`src/rtl/lookahead_input_unit.sv`:
```
// Router input port: flit FIFO, per-packet switch-allocator request, and
// header routing-field rewrite with the lookahead direction for the next hop.
//
// state | meaning
// IDLE  | FIFO empty, or head flit is not a header (held, no request)
// HEAD  | head flit is a header; request its route, rewrite its routing field
// BODY  | packet in flight; request locked_route while flits are present
module lookahead_input_unit #(
    parameter int DEPTH   = 4,
    parameter int COORD_W = 3,
    parameter int FLIT_W  = 34
) (
    input  logic                   clk,
    input  logic                   rst,
    input  logic [FLIT_W-1:0]      data_in,
    input  logic                   valid_in,
    output logic                   ready_out,
    output logic [2*COORD_W-1:0]   destination,
    output logic [4:0]             current_routing,
    input  logic [4:0]             next_routing,
    output logic [4:0]             request,
    input  logic                   grant,
    output logic [FLIT_W-1:0]      data_out,
    output logic                   valid_out
);

    localparam int PTR_W  = $clog2(DEPTH);
    localparam int CNT_W  = $clog2(DEPTH + 1);
    localparam int HDR_B  = FLIT_W - 1;
    localparam int TAIL_B = FLIT_W - 2;
    localparam int RT_HI  = FLIT_W - 3;
    localparam int DST_HI = FLIT_W - 8;

    typedef enum logic [1:0] {IDLE, HEAD, BODY} state_t;

    logic [FLIT_W-1:0] mem [DEPTH];
    logic [PTR_W-1:0]  wr_ptr, rd_ptr, rd_ptr_nx;
    logic [CNT_W-1:0]  count, count_nx;
    state_t            state, state_nx;
    logic [4:0]        locked_route;
    logic [FLIT_W-1:0] head_flit;
    logic              push, pop;
    logic              nxt_is_hdr;

    assign head_flit       = mem[rd_ptr];
    assign valid_out       = (count != '0);
    assign ready_out       = (count != CNT_W'(DEPTH));
    assign push            = valid_in && ready_out;
    // Grants with nothing requested are ignored rather than popping.
    assign pop             = grant && valid_out && (request != '0);
    assign current_routing = valid_out ? head_flit[RT_HI -: 5] : '0;
    assign destination     = valid_out ? head_flit[DST_HI -: 2*COORD_W] : '0;
    assign rd_ptr_nx       = pop ? rd_ptr + PTR_W'(1) : rd_ptr;

    // Request decode from the registered state; malformed routes never leak out.
    always_comb begin
        request = '0;
        case (state)
            HEAD:    request = $onehot(current_routing) ? current_routing : '0;
            BODY:    request = valid_out ? locked_route : '0;
            default: request = '0;
        endcase
    end

    // Only the header of a packet gets its routing field replaced.
    always_comb begin
        data_out = valid_out ? head_flit : '0;
        if (state == HEAD)
            data_out[RT_HI -: 5] = next_routing;
    end

    // Occupancy after this cycle's push/pop.
    always_comb begin
        case ({push, pop})
            2'b10:   count_nx = count + CNT_W'(1);
            2'b01:   count_nx = count - CNT_W'(1);
            default: count_nx = count;
        endcase
    end

    // Whether the flit at the head next cycle is a header; a flit written this
    // cycle into the next head slot has not reached the memory yet.
    always_comb begin
        if (count_nx == '0)
            nxt_is_hdr = 1'b0;
        else if (push && (wr_ptr == rd_ptr_nx))
            nxt_is_hdr = data_in[HDR_B];
        else
            nxt_is_hdr = mem[rd_ptr_nx][HDR_B];
    end

    // Next state looks ahead at the next head flit so HEAD is valid on arrival.
    always_comb begin
        state_nx = state;
        case (state)
            IDLE: state_nx = nxt_is_hdr ? HEAD : IDLE;
            HEAD: begin
                if (pop) begin
                    if (head_flit[TAIL_B]) state_nx = nxt_is_hdr ? HEAD : IDLE;
                    else                   state_nx = BODY;
                end
            end
            BODY: begin
                if (pop && head_flit[TAIL_B])
                    state_nx = nxt_is_hdr ? HEAD : IDLE;
            end
            default: state_nx = IDLE;
        endcase
    end

    // Flit storage; contents need no reset since count gates visibility.
    always_ff @(posedge clk) begin
        if (push)
            mem[wr_ptr] <= data_in;
    end

    // FIFO pointers and occupancy.
    always_ff @(posedge clk) begin
        if (rst) begin
            wr_ptr <= '0;
            rd_ptr <= '0;
            count  <= '0;
        end else begin
            if (push)
                wr_ptr <= wr_ptr + PTR_W'(1);
            rd_ptr <= rd_ptr_nx;
            count  <= count_nx;
        end
    end

    // Packet FSM and route lock taken when a multi-flit header leaves.
    always_ff @(posedge clk) begin
        if (rst) begin
            state        <= IDLE;
            locked_route <= '0;
        end else begin
            state <= state_nx;
            if (state == HEAD && pop && !head_flit[TAIL_B])
                locked_route <= request;
        end
    end

endmodule
```
`config.mk`:
```
export PLATFORM = sky130hd
export DESIGN_NAME = lookahead_input_unit
export DESIGN_NICKNAME = d
export VERILOG_FILES = /design/src/rtl/lookahead_input_unit.sv
export SDC_FILE = /design/constraint.sdc
export NUM_CORES = 1
export LEC_CHECK = 0
export ABC_AREA = 0
export BUFFER_PORTS_ARGS = -buffer_cell sky130_fd_sc_hd__buf_2
export CAP_MARGIN = 20
export CELL_PAD_IN_SITES_DETAIL_PLACEMENT = 0
export CELL_PAD_IN_SITES_GLOBAL_PLACEMENT = 2
export CORE_MARGIN = 1
export CORE_UTILIZATION = 42
export CTS_CLUSTER_DIAMETER = 40
export DETAILED_ROUTE_END_ITERATION = 10
export PLACE_DENSITY_LB_ADDON = 0.1
export SETUP_SLACK_MARGIN = 0.05
export SYNTH_ARGS = -nofsm -noshare
export SYNTH_HDL_FRONTEND = slang
export SYNTH_SLANG_ARGS = --single-unit
export TNS_END_PERCENT = 100
```
`constraint.sdc`:
```
create_clock -name clk -period 5.8 [get_ports clk]
set_input_delay 0.87 -clock clk [delete_from_list [all_inputs] [get_ports clk]]
set_output_delay 0.87 -clock clk [all_outputs]
set_load 0.01 [all_outputs]
```
==> out/metrics.cfg, run 1 <==
[power_and_ir_drop]
combinationalPowerShare_pct=9.2
swShare_pct=22.39
ir_worst_vdd_mv=0.2204
sequentialPowerShare_pct=48.0
intPower_mw=2.013
p_leak_nw=2.740
p_per_area_nw_per_um2=343.8
clkPwrFrac_pct=42.7
p_sw_mw=0.5807

[detailed_routing]
num_vias=3344
vias_per_cell=5.153
drc=0
wl_per_cell_um=18.23
routed_wl_um=11830
drtIter0Drc=105
dr.pass1.iters=4
antenna_left=0

[floorplan]
dieWidth_um=124.6
start_util_pct=43.27
rows=44
coreArea_sq_um=14590
die_h_um=124.6
die-area_sq_um=15520
io_pins=95

[status]
status=complete, no violations

[sta]
fin_tns_setup_ps=0
worst_slew_pin_slew_ps=1006
max_slew_margin_pct=32.94
fin_crit_sh_pct=92.75
hold_viol_final=0
maxSlewViolCount=0
hold_ws_ps=519.8
setup_viol=0
rsz0062_at_grt=false
period_minus_slack_ps=5380
fmax_mhz=185.9
finalClockSkew_ps=8.377

[worst_setup_path]
worstRegToRegCells=22
r2r_setup_slack_ps=420
crit_required_ps=6160
critPathMaxFanout=11
cp-start-kind=flip-flop
reg2reg_from=count[2]$_SDFF_PP0_
cp.arrival_ps=5740
r2r-end=state[0]$_SDFFE_PP0P_
cp-end-kind=flip-flop
critPathKind=flip-flop to flip-flop

[yosys]
synth_nets=410
ys_warn_count=0
syn_avg_cell_area_sq_um=17.83
synth.mux.area_fraction_pct=14.21
synth_compound_area_share_pct=3.013
async_reset_ff_share_pct=0
synth_top_family_by_area=multiplexers
seq_area_frac_synth_pct=69.14
ys.flop_type=edfxtp_1
synth_xor_area_share_pct=1.110
synth_fa_ha_area_share_pct=2.934
yosys.cell_types.count=44
synthSimpleGateAreaFrac_pct=6.640
synth_edf_count=136
syn_inst=354
ys_ff_latch=150
syn_area_sq_um=6312

[hold_path]
hold_end=locked_route[0]$_SDFFE_PP0P_
hold_path_class=flip-flop to flip-flop
hp-start=locked_route[0]$_SDFFE_PP0P_
hold_path_depth=2

[clock_network]
ctsLongestPathBuffers=2
cts_tree=done
clk-insertion-delay-late_ps=420
clkTransAtPathRegs_ps=60
holdBufCountCts=0
cts_buffers=17
cts.sinks=150
cts_setup_buffers=0
root_buffer=clkbuf_16
htreeDepth=4

[final_layout]
nets=508
area_growth_pct=19.52
regArea_sq_um=4367
multi_input_area_sq_um=1775
layout-drive-gt1-share_pct=38.71
stdcell_count=649
final_util_pct=51.72
num-fill-cells=1221
antenna_cells=0

[global_route]
antenna_found_initial=0
grt_use_total_pct=16.60
overflow=0
grt_pass1_vias=3474
grt_max_degree=35
grt_pass1_wl_um=18950

[placed_design]
place_congestion=0.7269
port_buffers=94
place_hpwl_um=7174
placed_cells=617

[job]
drv_cap=0

## through the flow
step                area [sq um]  setup slack, ps  power [mW]
floorplan                   6312            589.7       1.410
global placement            6935            379.1       1.506
detailed placement          6935            273.1       1.508
CTS                         7536            276.4       2.616
global route                7545            81.54       2.692
finish                      7545            420.3       2.594
## worst max path at each step
stage / cells after the start / to / startpoint
global route: 22 / state[0]$_SDFFE_PP0P_ / count[2]$_SDFF_PP0_
global placement: 20 / state[0]$_SDFFE_PP0P_ / rd_ptr[0]$_SDFF_PP0_
floorplan: 22 / state[0]$_SDFFE_PP0P_ / rd_ptr[0]$_SDFF_PP0_
detailed placement: 22 / state[0]$_SDFFE_PP0P_ / count[2]$_SDFF_PP0_
finish: 22 / state[0]$_SDFFE_PP0P_ / count[2]$_SDFF_PP0_
CTS: 22 / state[0]$_SDFFE_PP0P_ / count[2]$_SDFF_PP0_
## layer usage
layer	track usage, %	vias to the layer above	part of all wire (%)
met1	21.01	1687	45
met5	0	-	0
met4	6.166	0	1.2
met2	26.97	80	49
met3	4.983	9	4.6
li1	-	1568	-
## kinds of logic (layout without fill, tap and decap cells)
kind of cell	Yosys count	in the layout
muxes	45	45
buffers and inverters	36	147
and+or+nand+nor	76	76
AOI/OAI and AO/OA	26	26
adders and majority gates	13	13
xor gates and xnor gates	8	8
DFF	150	150
## final cells by class
cell class                 count  share of cell area (%)
inverter                      15                  0.7463
multi-input combinational    168                   23.53
timing repair buffer         100                   6.832
tap                          184                   3.051
clock buffer                  18                   5.688
clock inverter                14                   2.272
sequential                   150                   57.88
## sequential cells by signal (all words and copies together), names as in the netlist
name	cells
count	3
locked_route	5
state	2
mem	136
wr_ptr	2
rd_ptr	2
## cell usage in the layout (no fill, tap or decap), drive strengths merged, types with 2 or more instances in the layout
master,count
buf,100
mux2,4
and3,4
mux4,35
bufinv,3
a22oi,5
a2111oi,2
inv,19
o31ai,2
xor2,4
clkinvlp,3
clkbuf,18
nand2,10
mux2i,6
fa,3
nor4b,2
nor2,18
xnor2,4
o21ai,3
dfxtp,14
edfxtp,136
ha,10
a21o,3
and2,34
clkinv,4
or4,2
a21oi,6
nand3,2
## what timing repair did
action | 4_1_cts | 5_1_grt
resized for setup | 0 | 1
hold endpoints to repair | 0 | 0
endpoints found under the setup margin | 0 | 1
## critical path, stage by stage (launching register included)
cell       delay [ps]
dfxtp_1           350
nor3_1            290
clkinv_1          170
buf_4             200
and2_1            180
fa_1              510
inv_1              50
fa_1              340
inv_1              60
ha_1              250
nor4b_4           440
a22oi_1           150
a21o_1            240
a21oi_2           170
ha_1              200
inv_1              60
fa_1              370
xor2_1            220
xnor2_1           150
nor4b_1            60
a2111oi_0         510
o21a_1            200
a32o_1            150
## power groups by stage
| stage | Combinational (mW) | Clock (mW) | Sequential, mW |
|---|---|---|---|
| 2_1_floorplan | 0.144 | 0 | 1.27 |
| 3_3_place_gp | 0.240 | 0 | 1.27 |
| 3_5_place_dp | 0.239 | 0 | 1.27 |
| 4_1_cts | 0.240 | 1.13 | 1.25 |
| 5_1_grt | 0.266 | 1.18 | 1.25 |
| 6_report | 0.239 | 1.11 | 1.25 |
## synthesized netlist by cell type (all sizes together), types with 4 or more instances
master	count	area share, %
mux2	4	0.71
and3	4	0.40
edfxtp	136	65
clkbuf	10	0.59
and2	34	3.4
inv	14	0.83
xor2	4	0.55
a21oi	6	0.54
dfxtp	14	4.4
nor2	18	1.1
buf	11	1.5
ha	10	2.0
xnor2	4	0.55
nand2	10	0.59
mux4	35	13
mux2i	6	0.95
a22oi	5	0.67
Power figures use the tool's default switching activity.
==> run 2, diff against run 1 <==
--- a/config.mk
+++ b/config.mk
@@ -5,17 +5,18 @@
 export SDC_FILE = /design/constraint.sdc
 export NUM_CORES = 1
 export LEC_CHECK = 0
-export ABC_AREA = 0
+export ABC_AREA = 1
 export BUFFER_PORTS_ARGS = -buffer_cell sky130_fd_sc_hd__buf_2
 export CAP_MARGIN = 20
 export CELL_PAD_IN_SITES_DETAIL_PLACEMENT = 0
 export CELL_PAD_IN_SITES_GLOBAL_PLACEMENT = 2
 export CORE_MARGIN = 1
-export CORE_UTILIZATION = 42
-export CTS_CLUSTER_DIAMETER = 40
+export CORE_UTILIZATION = 37
+export CTS_CLUSTER_DIAMETER = 200
 export DETAILED_ROUTE_END_ITERATION = 10
 export PLACE_DENSITY_LB_ADDON = 0.1
 export SETUP_SLACK_MARGIN = 0.05
+export SLEW_MARGIN = 15
 export SYNTH_ARGS = -nofsm -noshare
 export SYNTH_HDL_FRONTEND = slang
 export SYNTH_SLANG_ARGS = --single-unit
==> run 2 against run 1 <==
  * Combinational power is essentially flat
  * Sequential power barely moved
  * Clock skew down 2.2 ps
  * Fmax grew 14%
  * Via count increased by 33%
  * Non-clock buffer count rose by 3
  * Hold slack got worse by 44 ps
  * Wire length is 26% higher
  * Clock-buffer cell count unchanged
  * Die area is 17% higher
  * Sequential share of layout area decreased by 2.0 points
  * Clock power about the same
  * Largest cell class unchanged
  * Highest routed layer is now met5
==> out/metrics.cfg, run 2 <==
[worst_setup_path]
cp-end-kind=flip-flop
worstRegToRegCells=31
reg2reg_from=rd_ptr[0]$_SDFF_PP0_
cp_common_cell=nand2_1
critPathMaxFanout=63
r2r-end=state[0]$_SDFFE_PP0P_
cp-start-kind=flip-flop
cp.arrival_ps=5060
critPathKind=flip-flop to flip-flop
r2r_setup_slack_ps=1090
max_stage_delay_ps=530
crit_slowest_cell=buf_4
crit_required_ps=6150

[status]
status=complete, no violations

[power_and_ir_drop]
p_leak_nw=3.214
finalPower_mw=2.592
ir_worst_vdd_mv=0.2380
p_per_area_nw_per_um2=331.7

[final_layout]
largest_reg_flops=136
area_growth_pct=19.77
final_common_cell=edfxtp_1
regMostFlops=mem
layout_common_cells=edfxtp_1 (136), nor2_1 (125), buf_2 (94)
num-fill-cells=1603
reg.largest.list=mem x136, locked_route x5, count x3
stdcell_count=940
nets=758
layout-drive-gt1-share_pct=21.99

[yosys]
synth_xor_area_share_pct=0.2685
yosysMostFrequentCell=edfxtp_1
synth_top_family_by_area=simple AND/OR/NAND/NOR gates
ys_ff_latch=150
yosys.cell_types.count=27
synth.mux.area_fraction_pct=0
synth_edf_count=136
ys_warn_count=0
syn_inst=613
yosys-top-cells-area=edfxtp_1 (63%), nor2_1 (7.4%), o21ai_0 (5.1%), nand2_1 (4.8%), dfxtp_1 (4.3%)
syn_area_sq_um=6524
syn_avg_cell_area_sq_um=10.64
yosys-top-cells-count=edfxtp_1 (136), nor2_1 (129), nand2_1 (83)
async_reset_ff_share_pct=0
seq_area_frac_synth_pct=66.90
synth_compound_area_share_pct=8.650
synth_top_area_share_pct=62.60
synth_area_leader_cell=edfxtp_1
synthSimpleGateAreaFrac_pct=15.77
synth_fa_ha_area_share_pct=2.839
ys.flop_type=edfxtp_1
synth_nets=669

[clock_network]
root_buffer=clkbuf_16
htreeDepth=4
holdBufCountCts=0
clk-insertion-delay-late_ps=420
cts_tree=done
clkTransAtPathRegs_ps=60
cts.sinks=150
ctsLongestPathBuffers=2
cts_setup_buffers=0
cts_buffers=17
cts_resized=0

[floorplan]
coreArea_sq_um=17240
die_h_um=134.8
io_pins=95
dieWidth_um=134.8
rows=48
start_util_pct=37.85
die-area_sq_um=18170

[detailed_routing]
routed_wl_um=14910
drtIter0Drc=252
antenna_left=0
wl_per_cell_um=15.86
dr.pass1.iters=4
vias_per_cell=4.733
drc=0
num_vias=4449

[sta]
period_minus_slack_ps=4708
finalClockSkew_ps=6.181
setup_viol=0
maxSlewViolCount=0
rsz0062_at_grt=false
fmax_mhz=212.4
layout_setup_ws_ps=1092
hold_viol_final=0
fin_tns_setup_ps=0
fin_crit_sh_pct=81.18
max_slew_margin_pct=51.60
worst_slew_pin_slew_ps=726.1

[global_route]
grt_pass1_vias=4381
grt_pass1_wl_um=23000
antenna_found_initial=2
overflow=0
grt_use_total_pct=17.38
grt_max_degree=64

[job]
drv_cap=0

[placed_design]
port_buffers=94
place_congestion=0.7431
placed_cells=908
place_hpwl_um=8643
pre_cts_slack_ps=1055

[hold_path]
hold_end=locked_route[2]$_SDFFE_PP0P_
hold_path_depth=2
hold_path_class=flip-flop to flip-flop
hp-start=locked_route[2]$_SDFFE_PP0P_

-- run 2: cell types whose count changed in the layout (fill, tap and decap cells not counted), moves of 6 or more --
cell | before | now
a21oi_1 | 5 | 42
mux2i_1 | 6 | 0
inv_1 | 13 | 47
mux4_2 | 34 | 0
and2_1 | 34 | 0
nand2_1 | 10 | 83
nand3_1 | 2 | 28
nand2_2 | 0 | 6
o21ai_0 | 3 | 66
nor2_1 | 18 | 125
-- run 2: through the flow --
step / hold WS [ps] / utilization [%] / area, sq um
after floorplan: 443.9 / - / 6524
after global placement: 458.7 / 41.85 / 7213
after detailed placement: 466.9 / 41.85 / 7213
after CTS: 475.7 / 45.32 / 7811
after global routing: 481.0 / 45.32 / 7811
final: 475.7 / 45.33 / 7814
-- run 2: worst max-delay path: cells and delay by family (launching register included) --
kind                     cells  cell delay, ps
XOR/XNOR                     1             140
buffers and inverters        7             940
AO/OA/AOI/OAI                3             380
AND/OR/NAND/NOR             16            1700
adder cells (fa/ha/maj)      4            1120
flip-flops                   1             370
-- run 2: cell families after synthesis --
group | after synthesis
adders and majority gates | 13
DFF | 150
xor gates and xnor gates | 2
and+or+nand+nor | 252
AOI/OAI and AO/OA | 110
buffers and inverters | 86
-- run 2: power breakdown --
| group | switching [mW] | internal [mW] |
|---|---|---|
| logic | 0.159 | 0.0784 |
| registers | 0.0132 | 1.23 |
| clock network | 0.434 | 0.681 |
-- run 2: worst max-delay path by stage --
stage	startpoint	to	slack, ps	cells past startpoint
global placement	rd_ptr[0]$_SDFF_PP0_	state[0]$_SDFFE_PP0P_	1160	31
CTS	rd_ptr[0]$_SDFF_PP0_	state[0]$_SDFFE_PP0P_	1040	31
finish	rd_ptr[0]$_SDFF_PP0_	state[0]$_SDFFE_PP0P_	1090	31
floorplan	count[2]$_SDFF_PP0_	state[0]$_SDFFE_PP0P_	1170	29
global route	rd_ptr[0]$_SDFF_PP0_	state[0]$_SDFFE_PP0P_	540	31
detailed placement	rd_ptr[0]$_SDFF_PP0_	state[0]$_SDFFE_PP0P_	1060	31
-- run 2: area by class of cell --
cell class | count | area [sq um] | area share (%)
Clock inverter | 13 | 168.9 | 2.162
Timing Repair Buffer | 103 | 538.0 | 6.886
Multi-Input combinational cell | 377 | 1826 | 23.36
Antenna cell | 1 | 2.502 | 0.03203
Sequential cell | 150 | 4367 | 55.88
Clock buffer | 18 | 429.2 | 5.492
Tap cell | 225 | 281.5 | 3.603
Inverter | 53 | 201.4 | 2.578
-- run 2: per-layer routing --
layer / global-route usage (%) / wire, um / part of all wire, %
met1: 19.89 / 6430 / 43
met4: 5.805 / 212 / 1.4
met5: 0 / 13 / 0.087
met2: 31.33 / 7613 / 51
met3: 4.617 / 636 / 4.3
==> run 3, diff against run 2 <==
==> constraint.sdc (replaced) <==
create_clock -name clk -period 4.87 [get_ports clk]
set_input_delay 0.7305 -clock clk [delete_from_list [all_inputs] [get_ports clk]]
set_output_delay 0.7305 -clock clk [all_outputs]
set_load 0.01 [all_outputs]
==> run 3 against run 2 <==
  * Sequential share of layout area shrank 0.76 points
  * Wire length grew 1.7%
  * Sequential power is 19% higher
  * Setup slack worse by 710 ps
  * Critical endpoint unchanged
  * Largest power group unchanged
  * Cell area is 1.4% higher
  * Global-route usage rose by 0.072 points
  * Highest routed layer unchanged
  * Total power up 18%
==> out/metrics.cfg, run 3 (synthesis gave the netlist of run 2 again) <==
[global_route]
grt_pass1_vias=4295
grt_pass1_wl_um=23240
grt_use_total_pct=17.46
overflow=0
antenna_found_initial=2
grt_max_degree=41

[final_layout]
regMostFlops=mem
final_common_cell=edfxtp_1
largest_reg_flops=136
layout-drive-gt1-share_pct=23.72
num-fill-cells=1621
reg.largest.list=mem x136, locked_route x5, count x3
final_util_pct=45.99
nets=768
layout_common_cells=edfxtp_1 (136), nor2_1 (125), buf_2 (94)
area_growth_pct=21.50

[worst_setup_path]
cp_common_cell=nand3_1
critPathMaxFanout=7
r2r-end=state[0]$_SDFFE_PP0P_
cp-start-kind=flip-flop
cp-end-kind=flip-flop
critPathKind=flip-flop to flip-flop
r2r_setup_slack_ps=390
crit_required_ps=5220
crit_slowest_cell=fa_1
max_stage_delay_ps=430
reg2reg_from=rd_ptr[0]$_SDFF_PP0_
worstRegToRegCells=30
cp.arrival_ps=4830

[power_and_ir_drop]
p_leak_nw=3.260
ir_worst_vdd_mv=0.2974
p_per_area_nw_per_um2=385.3
finalPower_mw=3.054

[sta]
setup_viol=0
maxSlewViolCount=0
max_slew_margin_pct=39.04
fmax_mhz=223.0
fin_tns_setup_ps=0
finalClockSkew_ps=8.575
fin_crit_sh_pct=92.08
period_minus_slack_ps=4485
worst_slew_pin_slew_ps=912.3
hold_viol_final=0

[floorplan]
die-area_sq_um=18170
die_h_um=134.8
rows=48
start_util_pct=37.85
coreArea_sq_um=17240
io_pins=95
dieWidth_um=134.8

[detailed_routing]
routed_wl_um=15160
antenna_left=0
num_vias=4486
vias_per_cell=4.717
dr.pass1.iters=4
wl_per_cell_um=15.94
drc=0
drtIter0Drc=203

[clock_network]
holdBufCountCts=0
cts_tree=done
clkTransAtPathRegs_ps=60
ctsLongestPathBuffers=2
clk-insertion-delay-late_ps=420
htreeDepth=4
cts_buffers=17
cts.sinks=150
root_buffer=clkbuf_16

[hold_path]
hold_path_depth=2
hold_end=locked_route[2]$_SDFFE_PP0P_
hp-start=locked_route[2]$_SDFFE_PP0P_
hold_path_class=flip-flop to flip-flop

[placed_design]
port_buffers=94
place_hpwl_um=9372
place_congestion=0.7863

[job]
drv_cap=0

[status]
status=complete, no violations

-- run 3: metrics by stage --
step | worst slack (ps) | std cells | hold WS (ps) | cell area [sq um]
after global routing | -7.343 | 950 | 495.7 | 7924
after detailed placement | 254.9 | 912 | 466.7 | 7243
after global placement | 355.5 | 912 | 459.1 | 7243
after CTS | 218.6 | 944 | 484.9 | 7823
final | 385.5 | 951 | 486.7 | 7926
after floorplan | 244.2 | 613 | 443.9 | 6524
-- run 3: worst max path at each step --
stage                              start                     to  slack, ps  cells past startpoint
floorplan            count[2]$_SDFF_PP0_  state[0]$_SDFFE_PP0P_        240                     29
global placement    rd_ptr[0]$_SDFF_PP0_  state[0]$_SDFFE_PP0P_        360                     30
detailed placement  rd_ptr[0]$_SDFF_PP0_  state[0]$_SDFFE_PP0P_        250                     30
finish              rd_ptr[0]$_SDFF_PP0_  state[0]$_SDFFE_PP0P_        390                     30
CTS                 rd_ptr[0]$_SDFF_PP0_  state[0]$_SDFFE_PP0P_        220                     30
global route        rd_ptr[0]$_SDFF_PP0_  state[0]$_SDFFE_PP0P_         -7                     30
-- run 3: what timing repair did --
| item | 4_1_cts | 5_1_grt |
|---|---|---|
| gates resized for setup | 0 | 17 |
| endpoints found under the setup margin | 0 | 1 |
| buffers inserted | 0 | 6 |
-- run 3: power breakdown --
| group | switching (mW) | internal (mW) |
|---|---|---|
| Clock | 0.522 | 0.759 |
| Sequential | 0.0151 | 1.46 |
| Combinational | 0.194 | 0.104 |
| Total | 0.731 | 2.32 |
-- run 3: final cells by class --
cell class	instances	area [sq um]	area share [%]
diodes	1	2.502	0.03157
inverters	53	203.9	2.573
flip-flops and latches	150	4369	55.12
well taps	225	281.5	3.552
repair buffers	113	626.9	7.908
clock buffers	18	429.2	5.414
multi-input cells	377	1863	23.50
clock inverters	14	150.1	1.894
-- run 3: layer usage --
layer  wire, um  up-vias  track usage, %
li1           -     2264               -
met1       6675     2107           21.01
met2       7595       98           30.30
met3        713       15           4.242
met4        160        2           6.367
met5         13        -               0
-- run 3: worst max-delay path: cells and delay by family (launching register included) --
kind | cells | cell delay (ps)
simple gates | 14 | 1380
fa+ha+maj | 4 | 1350
buf+inv | 7 | 570
flops | 1 | 370
compound gates | 4 | 570
xor+xnor | 1 | 180
